[src/rtl/id_ex_reg_if.sv]
// ID/EX pipeline register bus: ID-stage decoder/regfile outputs in,
// registered EX-stage fields, stall and bubble counter out.
interface id_ex_reg_if #(parameter int CNT_W = 16);
  // pipeline control
  logic             hold;
  logic             flush;
  // decoder controls
  logic             RegDst, MemReg, RegW, MemW, Branch, ExtOp;
  logic [1:0]       ALUsrc, ALUop;
  // ID data and instruction fields
  logic [31:0]      id_pc4, id_rs_data, id_rt_data;
  logic [15:0]      id_imm;
  logic [4:0]       id_rs, id_rt, id_rd, id_shamt;
  // EX-stage registered outputs
  logic             ex_MemReg, ex_RegW, ex_MemW, ex_Branch;
  logic [1:0]       ex_ALUsrc, ex_ALUop;
  logic [31:0]      ex_pc4, ex_rs_data, ex_rt_data, ex_imm32;
  logic [4:0]       ex_rs, ex_rt, ex_wreg, ex_shamt;
  logic             ex_valid;
  logic             stall;
  logic [CNT_W-1:0] bubble_cnt;

  modport master (
    output hold, flush, RegDst, MemReg, RegW, MemW, Branch, ExtOp, ALUsrc, ALUop,
           id_pc4, id_rs_data, id_rt_data, id_imm, id_rs, id_rt, id_rd, id_shamt,
    input  ex_MemReg, ex_RegW, ex_MemW, ex_Branch, ex_ALUsrc, ex_ALUop,
           ex_pc4, ex_rs_data, ex_rt_data, ex_imm32, ex_rs, ex_rt, ex_wreg, ex_shamt,
           ex_valid, stall, bubble_cnt
  );

  modport slave (
    input  hold, flush, RegDst, MemReg, RegW, MemW, Branch, ExtOp, ALUsrc, ALUop,
           id_pc4, id_rs_data, id_rt_data, id_imm, id_rs, id_rt, id_rd, id_shamt,
    output ex_MemReg, ex_RegW, ex_MemW, ex_Branch, ex_ALUsrc, ex_ALUop,
           ex_pc4, ex_rs_data, ex_rt_data, ex_imm32, ex_rs, ex_rt, ex_wreg, ex_shamt,
           ex_valid, stall, bubble_cnt
  );
endinterface

[src/rtl/id_ex_reg.sv]
// ID/EX pipeline register. Resolves the destination register and extends
// the immediate at capture, inserts bubbles on flush or load-use hazard,
// and keeps a saturating bubble counter.
// Optional feature macro: LOAD_USE_STALL_EN (load-use hazard detection).
module id_ex_reg #(
  parameter int CNT_W = 16
) (
  input  logic        clk,
  input  logic        rst,
  id_ex_reg_if.slave  bus
);

  typedef struct packed {
    logic        MemReg;
    logic        RegW;
    logic        MemW;
    logic        Branch;
    logic [1:0]  ALUsrc;
    logic [1:0]  ALUop;
    logic [31:0] pc4;
    logic [31:0] rs_data;
    logic [31:0] rt_data;
    logic [31:0] imm32;
    logic [4:0]  rs;
    logic [4:0]  rt;
    logic [4:0]  wreg;
    logic [4:0]  shamt;
    logic        valid;
  } ex_t;

  ex_t              ex_q, ex_d, ld;
  logic [CNT_W-1:0] cnt_q, cnt_d;
  logic             hz;
  logic             bubble;

  // Capture transforms applied to the ID instruction on a normal load.
  always_comb begin
    ld         = '0;
    ld.MemReg  = bus.MemReg;
    ld.RegW    = bus.RegW;
    ld.MemW    = bus.MemW;
    ld.Branch  = bus.Branch;
    ld.ALUsrc  = bus.ALUsrc;
    ld.ALUop   = bus.ALUop;
    ld.pc4     = bus.id_pc4;
    ld.rs_data = bus.id_rs_data;
    ld.rt_data = bus.id_rt_data;
    ld.imm32   = bus.ExtOp ? {{16{bus.id_imm[15]}}, bus.id_imm} : {16'h0000, bus.id_imm};
    ld.rs      = bus.id_rs;
    ld.rt      = bus.id_rt;
    ld.wreg    = bus.RegDst ? bus.id_rd : bus.id_rt;
    ld.shamt   = bus.id_shamt;
    ld.valid   = 1'b1;
  end

`ifdef LOAD_USE_STALL_EN
  // Load in EX whose destination (never $zero) is a source of the ID instruction.
  // rt only counts as a source for R-type, stores and branches.
  always_comb begin
    hz = ex_q.valid & ex_q.MemReg & ex_q.RegW & (ex_q.wreg != 5'd0) &
         ((ex_q.wreg == bus.id_rs) |
          ((ex_q.wreg == bus.id_rt) & (bus.RegDst | bus.MemW | bus.Branch)));
  end
`else
  // Load delay slots are scheduled by software; no hazard detection.
  assign hz = 1'b0;
`endif

  assign bus.stall = hz & ~bus.hold & ~bus.flush;
  // flush and hz together still make a single bubble
  assign bubble    = ~bus.hold & (bus.flush | hz);

  // Next state: hold freezes everything, else bubble, else load.
  always_comb begin
    ex_d  = ex_q;
    cnt_d = cnt_q;
    if (!bus.hold) begin
      if (bubble) begin
        ex_d = '0;
        if (cnt_q != {CNT_W{1'b1}}) cnt_d = cnt_q + CNT_W'(1);
      end else begin
        ex_d = ld;
      end
    end
  end

  // State registers with synchronous reset.
  always_ff @(posedge clk) begin
    if (rst) begin
      ex_q  <= '0;
      cnt_q <= '0;
    end else begin
      ex_q  <= ex_d;
      cnt_q <= cnt_d;
    end
  end

  assign bus.ex_MemReg  = ex_q.MemReg;
  assign bus.ex_RegW    = ex_q.RegW;
  assign bus.ex_MemW    = ex_q.MemW;
  assign bus.ex_Branch  = ex_q.Branch;
  assign bus.ex_ALUsrc  = ex_q.ALUsrc;
  assign bus.ex_ALUop   = ex_q.ALUop;
  assign bus.ex_pc4     = ex_q.pc4;
  assign bus.ex_rs_data = ex_q.rs_data;
  assign bus.ex_rt_data = ex_q.rt_data;
  assign bus.ex_imm32   = ex_q.imm32;
  assign bus.ex_rs      = ex_q.rs;
  assign bus.ex_rt      = ex_q.rt;
  assign bus.ex_wreg    = ex_q.wreg;
  assign bus.ex_shamt   = ex_q.shamt;
  assign bus.ex_valid   = ex_q.valid;
  assign bus.bubble_cnt = cnt_q;

endmodule

[src/flat_wrapper.sv]
// flat-port wrapper written by rule: the top's interface ports become plain ports
module id_ex_reg_flat 
#(
  parameter int CNT_W = 16
)
  (clk, rst, bus_hold, bus_flush, bus_RegDst, bus_MemReg, bus_RegW, bus_MemW, bus_Branch, bus_ExtOp, bus_ALUsrc, bus_ALUop, bus_id_pc4, bus_id_rs_data, bus_id_rt_data, bus_id_imm, bus_id_rs, bus_id_rt, bus_id_rd, bus_id_shamt, bus_ex_MemReg, bus_ex_RegW, bus_ex_MemW, bus_ex_Branch, bus_ex_ALUsrc, bus_ex_ALUop, bus_ex_pc4, bus_ex_rs_data, bus_ex_rt_data, bus_ex_imm32, bus_ex_rs, bus_ex_rt, bus_ex_wreg, bus_ex_shamt, bus_ex_valid, bus_stall, bus_bubble_cnt);
  id_ex_reg_if #(.CNT_W(CNT_W)) bus_i ();
  input  logic clk;
  input  logic rst;
  input wire logic [$bits(bus_i.hold)-1:0] bus_hold;
  input wire logic [$bits(bus_i.flush)-1:0] bus_flush;
  input wire logic [$bits(bus_i.RegDst)-1:0] bus_RegDst;
  input wire logic [$bits(bus_i.MemReg)-1:0] bus_MemReg;
  input wire logic [$bits(bus_i.RegW)-1:0] bus_RegW;
  input wire logic [$bits(bus_i.MemW)-1:0] bus_MemW;
  input wire logic [$bits(bus_i.Branch)-1:0] bus_Branch;
  input wire logic [$bits(bus_i.ExtOp)-1:0] bus_ExtOp;
  input wire logic [$bits(bus_i.ALUsrc)-1:0] bus_ALUsrc;
  input wire logic [$bits(bus_i.ALUop)-1:0] bus_ALUop;
  input wire logic [$bits(bus_i.id_pc4)-1:0] bus_id_pc4;
  input wire logic [$bits(bus_i.id_rs_data)-1:0] bus_id_rs_data;
  input wire logic [$bits(bus_i.id_rt_data)-1:0] bus_id_rt_data;
  input wire logic [$bits(bus_i.id_imm)-1:0] bus_id_imm;
  input wire logic [$bits(bus_i.id_rs)-1:0] bus_id_rs;
  input wire logic [$bits(bus_i.id_rt)-1:0] bus_id_rt;
  input wire logic [$bits(bus_i.id_rd)-1:0] bus_id_rd;
  input wire logic [$bits(bus_i.id_shamt)-1:0] bus_id_shamt;
  output wire logic [$bits(bus_i.ex_MemReg)-1:0] bus_ex_MemReg;
  output wire logic [$bits(bus_i.ex_RegW)-1:0] bus_ex_RegW;
  output wire logic [$bits(bus_i.ex_MemW)-1:0] bus_ex_MemW;
  output wire logic [$bits(bus_i.ex_Branch)-1:0] bus_ex_Branch;
  output wire logic [$bits(bus_i.ex_ALUsrc)-1:0] bus_ex_ALUsrc;
  output wire logic [$bits(bus_i.ex_ALUop)-1:0] bus_ex_ALUop;
  output wire logic [$bits(bus_i.ex_pc4)-1:0] bus_ex_pc4;
  output wire logic [$bits(bus_i.ex_rs_data)-1:0] bus_ex_rs_data;
  output wire logic [$bits(bus_i.ex_rt_data)-1:0] bus_ex_rt_data;
  output wire logic [$bits(bus_i.ex_imm32)-1:0] bus_ex_imm32;
  output wire logic [$bits(bus_i.ex_rs)-1:0] bus_ex_rs;
  output wire logic [$bits(bus_i.ex_rt)-1:0] bus_ex_rt;
  output wire logic [$bits(bus_i.ex_wreg)-1:0] bus_ex_wreg;
  output wire logic [$bits(bus_i.ex_shamt)-1:0] bus_ex_shamt;
  output wire logic [$bits(bus_i.ex_valid)-1:0] bus_ex_valid;
  output wire logic [$bits(bus_i.stall)-1:0] bus_stall;
  output wire logic [$bits(bus_i.bubble_cnt)-1:0] bus_bubble_cnt;
  assign bus_i.hold = bus_hold;
  assign bus_i.flush = bus_flush;
  assign bus_i.RegDst = bus_RegDst;
  assign bus_i.MemReg = bus_MemReg;
  assign bus_i.RegW = bus_RegW;
  assign bus_i.MemW = bus_MemW;
  assign bus_i.Branch = bus_Branch;
  assign bus_i.ExtOp = bus_ExtOp;
  assign bus_i.ALUsrc = bus_ALUsrc;
  assign bus_i.ALUop = bus_ALUop;
  assign bus_i.id_pc4 = bus_id_pc4;
  assign bus_i.id_rs_data = bus_id_rs_data;
  assign bus_i.id_rt_data = bus_id_rt_data;
  assign bus_i.id_imm = bus_id_imm;
  assign bus_i.id_rs = bus_id_rs;
  assign bus_i.id_rt = bus_id_rt;
  assign bus_i.id_rd = bus_id_rd;
  assign bus_i.id_shamt = bus_id_shamt;
  assign bus_ex_MemReg = bus_i.ex_MemReg;
  assign bus_ex_RegW = bus_i.ex_RegW;
  assign bus_ex_MemW = bus_i.ex_MemW;
  assign bus_ex_Branch = bus_i.ex_Branch;
  assign bus_ex_ALUsrc = bus_i.ex_ALUsrc;
  assign bus_ex_ALUop = bus_i.ex_ALUop;
  assign bus_ex_pc4 = bus_i.ex_pc4;
  assign bus_ex_rs_data = bus_i.ex_rs_data;
  assign bus_ex_rt_data = bus_i.ex_rt_data;
  assign bus_ex_imm32 = bus_i.ex_imm32;
  assign bus_ex_rs = bus_i.ex_rs;
  assign bus_ex_rt = bus_i.ex_rt;
  assign bus_ex_wreg = bus_i.ex_wreg;
  assign bus_ex_shamt = bus_i.ex_shamt;
  assign bus_ex_valid = bus_i.ex_valid;
  assign bus_stall = bus_i.stall;
  assign bus_bubble_cnt = bus_i.bubble_cnt;
  id_ex_reg #(.CNT_W(CNT_W)) u_core (.clk(clk), .rst(rst), .bus(bus_i));
endmodule
[config.mk]
export PLATFORM = sky130hd
export DESIGN_NAME = id_ex_reg_flat
export DESIGN_NICKNAME = d
export VERILOG_FILES = /design/src/rtl/id_ex_reg_if.sv /design/src/rtl/id_ex_reg.sv /design/src/flat_wrapper.sv
export SDC_FILE = /design/constraint.sdc
export NUM_CORES = 1
export LEC_CHECK = 0
export ABC_AREA = 1
export BUFFER_PORTS_ARGS = -buffer_cell sky130_fd_sc_hd__clkbuf_2
export CORE_ASPECT_RATIO = 0.5
export CORE_MARGIN = 5
export CORE_UTILIZATION = 48
export DETAILED_ROUTE_END_ITERATION = 6
export PLACE_DENSITY_LB_ADDON = 0.1
export SLEW_MARGIN = 10
export SYNTH_ARGS = -nofsm -noshare
export SYNTH_HDL_FRONTEND = slang
export SYNTH_SLANG_ARGS = --single-unit
[constraint.sdc]
create_clock -name clk -period 2.4 [get_ports clk]
set_input_delay 0.6 -clock clk [delete_from_list [all_inputs] [get_ports clk]]
set_output_delay 0.6 -clock clk [all_outputs]
set_load 0.01 [all_outputs]
==> results of run 1 <==
==> per-layer routing <==
metal | part of all wire [%] | wire, um
met5 | 0 | 0
met4 | 1.5 | 252
met3 | 8.2 | 1410
met2 | 51 | 8760
met1 | 40 | 6870
==> cell usage in the layout, fill, tap and decap left out, types with 2 or more instances in the layout <==
cell	instances
clkbuf_16	17
dfxtp_1	158
a21oi_1	149
nor2_2	5
nand2_1	323
mux2_2	5
inv_1	8
inv_2	3
clkbuf_2	316
clkinvlp_4	4
o21ai_0	2
buf_4	4
nor2_4	7
inv_6	5
buf_12	6
nand2_2	4
nand3_1	11
nor2_1	40
nand3_2	2
clkinv_4	3
==> flip-flops by register name, summed over array words and instances, names as in the netlist, 16 cells and up <==
register,count
u_core.bus.bubble_cnt,16
u_core.bus.ex_imm32,17
u_core.bus.ex_pc4,32
u_core.bus.ex_rs_data,32
u_core.bus.ex_rt_data,32
==> power breakdown <==
group	switching, mW	internal (mW)
logic	0.313	0.239
clock network	1.13	1.47
registers	0.0509	2.72
==> area by class of cell <==
type	count	area (um2)
Tap cell	170	213
Sequential cell	158	3160
Fill cell	1124	4290
Clock inverter	13	130
Multi-Input combinational cell	556	2470
Inverter	11	41.3
Timing Repair Buffer	326	1730
Clock buffer	18	439
==> logic make-up after synthesis <==
family | count (synthesis) | share of synthesized area [%]
AO/OA/AOI/OAI | 153 | 12.7
flip-flops | 158 | 52.3
AND/OR/NAND/NOR | 396 | 26.9
buffers and inverters | 76 | 6.89
multiplexers | 5 | 0.931
other | 1 | 0.0620
adder cells (fa/ha/maj) | 1 | 0.207
==> per-stage QoR <==
stage	cell area [um2]	worst slack, ns	hold slack (ns)	total power [mW]
after floorplan	6050	0.902	0.481	3.11
after global placement	7620	0.707	0.443	3.37
after detailed placement	7620	0.659	0.450	3.38
after CTS	8190	0.476	0.392	5.97
after global routing	8190	0.436	0.390	6.17
final	8190	0.519	0.408	5.92
==> final timing paths <==
path,startpoint,to,slack [ns],depth (start not counted)
min,bus_id_rt_data[21],u_core.bus.ex_rt_data[21]$_SDFFE_PP0N_,0.41,3
max reg2reg,u_core.bus.bubble_cnt[0]$_SDFFE_PP0P_,u_core.bus.bubble_cnt[15]$_SDFFE_PP0P_,0.88,6
min reg2reg,u_core.bus.ex_rs[2]$_SDFFE_PP0N_,u_core.bus.ex_rs[2]$_SDFFE_PP0N_,0.46,2
max,u_core.bus.ex_imm32[30]$_SDFFE_PP0N_,bus_ex_imm32[16],0.52,1
==> results by group, run 1 <==
Place
  – I/O Buffers: 318
  – Placed Cells incl. Taps: 1221
  – DP HPWL: 12500 um
  – GP Congestion: 0.828

Yosys
  – Post-synthesis sequential area ratio: 52.3%
  – Cell taking the most area after synthesis: dfxtp_1
  – Yosys reg bits: 158
  – Number of synthesized flops with an enable pin: 0
  – Async SR Flop Fraction: 0%
  – Area of the mapped netlist: 6050 um2
  – Syn Inst Count: 790
  – Yosys top cell area share: 52.3%
  – Main synth FF type: dfxtp_1
  – Net count after synthesis: 937
  – Synth Warn #: 0
  – Leading cell types by count after synthesis: 323 x nand2_1, 158 x dfxtp_1, 149 x a21oi_1
  – Syn_area_per_cell: 7.65 um2
  – Most numerous cell in the Yosys netlist: nand2_1
  – Yosys cell types: 26
  – Top cells by area, synth: dfxtp_1 52%, nand2_1 20%, a21oi_1 12%

Critical path
  – Critical path launch point type: flip-flop
  – CP Capture Type: primary output
  – Critical path type: reg -> out
  – CP delay by family, top: flip-flops
  – CP Max Fanout: 17
  – Critical path arrival: 1.28 ns
  – Worst stage delay on the critical path: 0.64 ns
  – Critical-path cell with the highest stage delay: dfxtp_1
  – Critical-path cell list: clkbuf_2
  – CP bufs+invs: 1
  – Critical Path RT: 1.80 ns

GRT
  – First-pass GRT wire length: 26300 um
  – Congestion Overflow GR: 0
  – GR Util met2: 38.2%
  – Initial antenna violation count: 0
  – Most Used Layer, Global Route: met2
  – Met3 usage: 7.77%
  – Grt met1 use: 25.1%
  – Largest net degree at the start of global routing: 124
  – Gr usage total: 21.6%
  – Vias in the first global route: 5216

Die
  – Die Wd: 169 um
  – Top-level I/O count: 320
  – Core Rows: 29
  – Initial Util: 48.4%
  – CORE AREA: 12500 um2
  – Die H: 89.4 um
  – Die Footprint: 15100 um2

Drt
  – Vias: 5882
  – # DRC: 0
  – Post-route ant nets: 0
  – Routed wire per std cell: 13.8 um
  – DR iter-0 viols: 382
  – WL final: 17300 um
  – Pre-antenna DRT Iters: 4
  – Vias per std cell: 4.70

CTS
  – Clock sink count: 158
  – Worst skew pair latency: 0.41 ns
  – Clk slew on worst S/H paths: 0.07 ns
  – Postcts setup bufs: 0
  – CTS Buf Count: 17
  – CTS resizes: 0
  – CTS Hold Bufs: 0
  – CTS Root Cell: clkbuf_16
  – CTS tree: built
  – Clk buf depth: 2
  – H-Tree Depth: 4

Timing
  – Final setup fails: 0
  – Slew Viols, Final: 0
  – Tcrit/Tclk final: 78.4%
  – RSZ-0062 raised after global routing: false
  – Relative slew slack: 63.1%
  – Sum Neg Setup Slack: 0 ns
  – Post-layout min period: 1.88 ns
  – Clock Skew: 0.0133 ns
  – Slew @ Worst Pin: 0.554 ns
  – Final Hold Viols: 0
  – Max Clk Rate: 0.532 GHz

Finish
  – Post-Layout Cell Count: 1252
  – Layout cell share with drive strength beyond 1: 35.8%
  – Area grow syn2layout: 35.4%
  – Layout Nets: 1217
  – Antenna cells: 0
  – Fin util: 65.6%

Flow run
  – Max cap viols: 0

Pwr
  – Worst VDD drop: 474 uV
  – Pwr per Cell Area: 722 nW/um2
  – Leakage: 3.74 nW

Worst hold path
  – Min-delay worst type: in -> reg

Outcome
  – Status: finished, final reports clean
(Power assumes the default switching activity.)
==> inputs of run 2 (changes only) <==
--- a/config.mk
+++ b/config.mk
@@ -5,11 +5,11 @@
 export SDC_FILE = /design/constraint.sdc
 export NUM_CORES = 1
 export LEC_CHECK = 0
-export ABC_AREA = 1
+export ABC_AREA = 0
 export BUFFER_PORTS_ARGS = -buffer_cell sky130_fd_sc_hd__clkbuf_2
 export CORE_ASPECT_RATIO = 0.5
 export CORE_MARGIN = 5
-export CORE_UTILIZATION = 48
+export CORE_UTILIZATION = 40
 export DETAILED_ROUTE_END_ITERATION = 6
 export PLACE_DENSITY_LB_ADDON = 0.1
 export SLEW_MARGIN = 10
==> constraint.sdc (replaced) <==
create_clock -name clk -period 1.6 [get_ports clk]
set_input_delay 0.4 -clock clk [delete_from_list [all_inputs] [get_ports clk]]
set_output_delay 0.4 -clock clk [all_outputs]
set_load 0.01 [all_outputs]
==> results by group, run 2 <==
Flow run
  – Max cap viols: 0 (unchanged)

GRT
  – Largest net degree at the start of global routing: 144 (+16%)
  – Vias in the first global route: 5296 (+1.5%)
  – Gr usage total: 20.2% (-1.5 points)
  – Initial antenna violation count: 0 (unchanged)
  – First-pass GRT wire length: 27100 um (+3.3%)
  – Congestion Overflow GR: 0 (unchanged)

Timing
  – RSZ-0062 raised after global routing: true
  – Relative slew slack: 52.6% (-11 points)
  – Max Clk Rate: 0.644 GHz
  – Final worst slack: 0.0472 ns (-0.472 ns)
  – Sum Neg Setup Slack: 0 ns (unchanged)
  – Post-layout min period: 1.55 ns
  – Clock Skew: 0.0139 ns (+0.000567 ns)
  – Slew @ Worst Pin: 0.712 ns (+0.158 ns)
  – Slew Viols, Final: 0 (unchanged)
  – Final Hold Viols: 0 (unchanged)
  – Tcrit/Tclk final: 97.1%
  – Final setup fails: 0 (unchanged)

Drt
  – # DRC: 0 (unchanged)
  – Routed wire per std cell: 15.8 um (+14%)
  – Vias: 5584 (-5.1%)
  – Pre-antenna DRT Iters: 4 (unchanged)
  – Post-route ant nets: 0 (unchanged)
  – DR iter-0 viols: 368 (-3.7%)
  – Vias per std cell: 5.02 (+6.9%)
  – WL final: 17600 um (+1.7%)

Pwr
  – Gate power share: 10.0% (+0.7 points)
  – Sw Ratio: 25.8% (+0.60 points)
  – Total chip power: 8.86 mW (+50%)
  – Clk network pwr share: 43.2% (-0.7 points)
  – Leakage: 3.87 nW (+3.5%)
  – Pwr per Cell Area: 1080 nW/um2 (+50%)
  – Net Switching: 2.28 mW (+53%)
  – Sequential share of power: 46.8% (about the same)
  – Worst VDD drop: 652 uV (+38%)
  – Int Power: 6.58 mW (+49%)

Finish
  – Fillers: 1267 (+13%)
  – Commonest non-fill, non-tap cell in the layout: clkbuf_2
  – Multi-input logic area: 2210 um2 (-11%)
  – Design area: 8190 um2 (about the same)
  – Antenna cells: 0 (unchanged)
  – Post-Layout Cell Count: 1112 (-11%)
  – Register area: 3170 um2 (+0.36%)
  – Area grow syn2layout: 45.0%
  – Layout cell share with drive strength beyond 1: 45.0% (+9.2 points)
  – Commonest cells after routing, fill and taps aside: 316 x clkbuf_2, 151 x dfxtp_1, 145 x nor2_1
  – Layout Nets: 1054 (-13%)

CTS
  – H-Tree Depth: 4 (unchanged)
  – Clk buf depth: 2 (unchanged)
  – Worst skew pair latency: 0.41 ns (about the same)
  – CTS Buf Count: 17 (unchanged)
  – CTS tree: built
  – Clk slew on worst S/H paths: 0.07 ns (about the same)
  – Clock sink count: 158 (unchanged)
  – CTS Root Cell: clkbuf_16

Yosys
  – Leading cell types by count after synthesis: 158 x dfxtp_1, 146 x nor2_1, 139 x a22oi_1
  – Async SR Flop Fraction: 0% (unchanged)
  – Yosys top cell area share: 56.0% (+3.7 points)
  – Number of synthesized flops with an enable pin: 0 (unchanged)
  – Syn_area_per_cell: 9.50 um2 (+24%)
  – Yosys cell types: 40 (+54%)
  – Yosys reg bits: 158 (unchanged)
  – Synth Warn #: 0 (unchanged)
  – Post-synthesis sequential area ratio: 56.0% (+3.7 points)
  – Area of the mapped netlist: 5650 um2 (-6.5%)
  – Syn Inst Count: 595 (-25%)
  – Most numerous cell in the Yosys netlist: dfxtp_1
  – Net count after synthesis: 742 (-21%)
  – Top cells by area, synth: dfxtp_1 56%, a22oi_1 18%, nor2_1 9.7%
  – Main synth FF type: dfxtp_1
  – Cell taking the most area after synthesis: dfxtp_1

Critical path
  – Critical path type: reg -> reg
  – R2R Path End: u_core.bus.bubble_cnt[14]$_SDFFE_PP0P_
  – Critical Path RT: 1.95 ns (+0.15 ns)
  – CP Capture Type: flip-flop
  – Worst r2r path cells: 4 (-2)
  – R2R Path Start: u_core.bus.bubble_cnt[2]$_SDFFE_PP0P_
  – Critical path launch point type: flip-flop
  – R2R Setup Slk: 0.05 ns (-0.83 ns)
  – Critical path arrival: 1.90 ns (+0.62 ns)
  – CP Max Fanout: 6 (-11)

Die
  – Top-level I/O count: 320 (unchanged)
  – CORE AREA: 13700 um2 (+9.8%)
  – Core Rows: 30 (+3.4%)
  – Die Wd: 178 um (+5.6%)
  – Die H: 94.1 um (+5.2%)
  – Die Footprint: 16800 um2 (+11%)
  – Initial Util: 41.3% (-7.2 points)

Worst hold path
  – Min-Delay Endpoint: u_core.bus.ex_imm32[5]$_SDFFE_PP0N_
  – HP Start: bus_id_imm[5]
  – Min-delay worst type: in -> reg
  – Hold path depth: 3 (unchanged)

Place
  – Placed Cells incl. Taps: 1078 (-12%)
  – I/O Buffers: 318 (unchanged)
  – DP HPWL: 12800 um (+2.5%)
  – Post-Place Cell Area: 7570 um2 (-0.61%)
  – GP Congestion: 0.816 (-1.5%)
  – Dpl ws: -0.287 ns (-0.946 ns)

Outcome
  – Status: finished, final reports clean
[run 2: cell count changes after synthesis, moves of 6 or more]
cell,previous run,this run
clkbuf_1,23,45
nor2_4,6,0
nand2_1,323,6
nor2_2,6,0
nor2_1,40,146
a21oi_1,149,10
buf_4,27,17
a22oi_1,0,139
nand4_1,0,6
nand3_1,11,5
o21ai_0,2,8
buf_2,12,2
[run 2: kinds of logic (layout without fill, tap and decap cells)]
family	Yosys count	in the layout	synth area share (%)
AND/OR/NAND/NOR	191	191	15.1
AO/OA/AOI/OAI	167	167	21.5
flip-flops	158	158	56.0
buffers and inverters	70	395	5.82
multiplexers	7	7	1.37
adder cells (fa/ha/maj)	1	1	0.221
other	1	1	0.0664
[run 2: per-stage QoR]
step | hold slack, ns | util [%]
after floorplan | 0.490 | -
after global placement | 0.479 | 55.3
after detailed placement | 0.497 | 55.3
after CTS | 0.204 | 59.4
after global routing | 0.207 | 59.8
final | 0.219 | 59.8
[run 2: worst max path at each step]
stage / from / to / slack [ns] / cells after the start
floorplan: bus_hold / u_core.bus.bubble_cnt[11]$_SDFFE_PP0P_ / -0.02 / 5
global placement: bus_hold / u_core.bus.bubble_cnt[11]$_SDFFE_PP0P_ / -0.26 / 5
detailed placement: bus_hold / u_core.bus.bubble_cnt[11]$_SDFFE_PP0P_ / -0.29 / 5
CTS: u_core.bus.bubble_cnt[1]$_SDFFE_PP0P_ / u_core.bus.bubble_cnt[2]$_SDFFE_PP0P_ / 0.01 / 5
global route: u_core.bus.bubble_cnt[2]$_SDFFE_PP0P_ / u_core.bus.bubble_cnt[14]$_SDFFE_PP0P_ / -0.03 / 4
finish: u_core.bus.bubble_cnt[2]$_SDFFE_PP0P_ / u_core.bus.bubble_cnt[14]$_SDFFE_PP0P_ / 0.05 / 4
[run 2: critical path, stage by stage (launching register included)]
cell,delay [ns]
dfxtp_2,0.33
and4b_2,0.28
nand4_1,0.22
or4_4,0.54
a21oi_2,0.12
[run 2: routing by layer]
metal / vias up / global-route usage [%] / share of wire, %
met3: 16 / 7.00 / 8.1
li1: 2745 / - / -
met5: - / 0 / 0
met4: 0 / 6.24 / 1.3
met2: 192 / 35.6 / 51
met1: 2631 / 23.1 / 40
[run 2: what timing repair did]
item	in CTS	in global routing
pin swaps	0	5
endpoints found under the setup margin	19	7
hold buffers	0	0
resized for setup	2	14
buffers inserted	0	2
[run 2: final cells by class]
class	count	share of cell area, %
multi-input cells	367	27.0
inverters	5	0.229
clock buffers	19	5.41
repair buffers	358	24.3
well taps	192	2.93
flip-flops and latches	158	38.7
clock inverters	13	1.45
[run 2: power by group through the flow]
| stage | registers [mW] | clock network (mW) | logic [mW] |
|---|---|---|---|
| after global placement | 4.23 | 0 | 0.881 |
| after CTS | 4.15 | 3.94 | 0.896 |
| after detailed placement | 4.23 | 0 | 0.892 |
| after floorplan | 4.30 | 0 | 0.368 |
| final | 4.15 | 3.83 | 0.884 |
| after global routing | 4.16 | 4.16 | 0.977 |
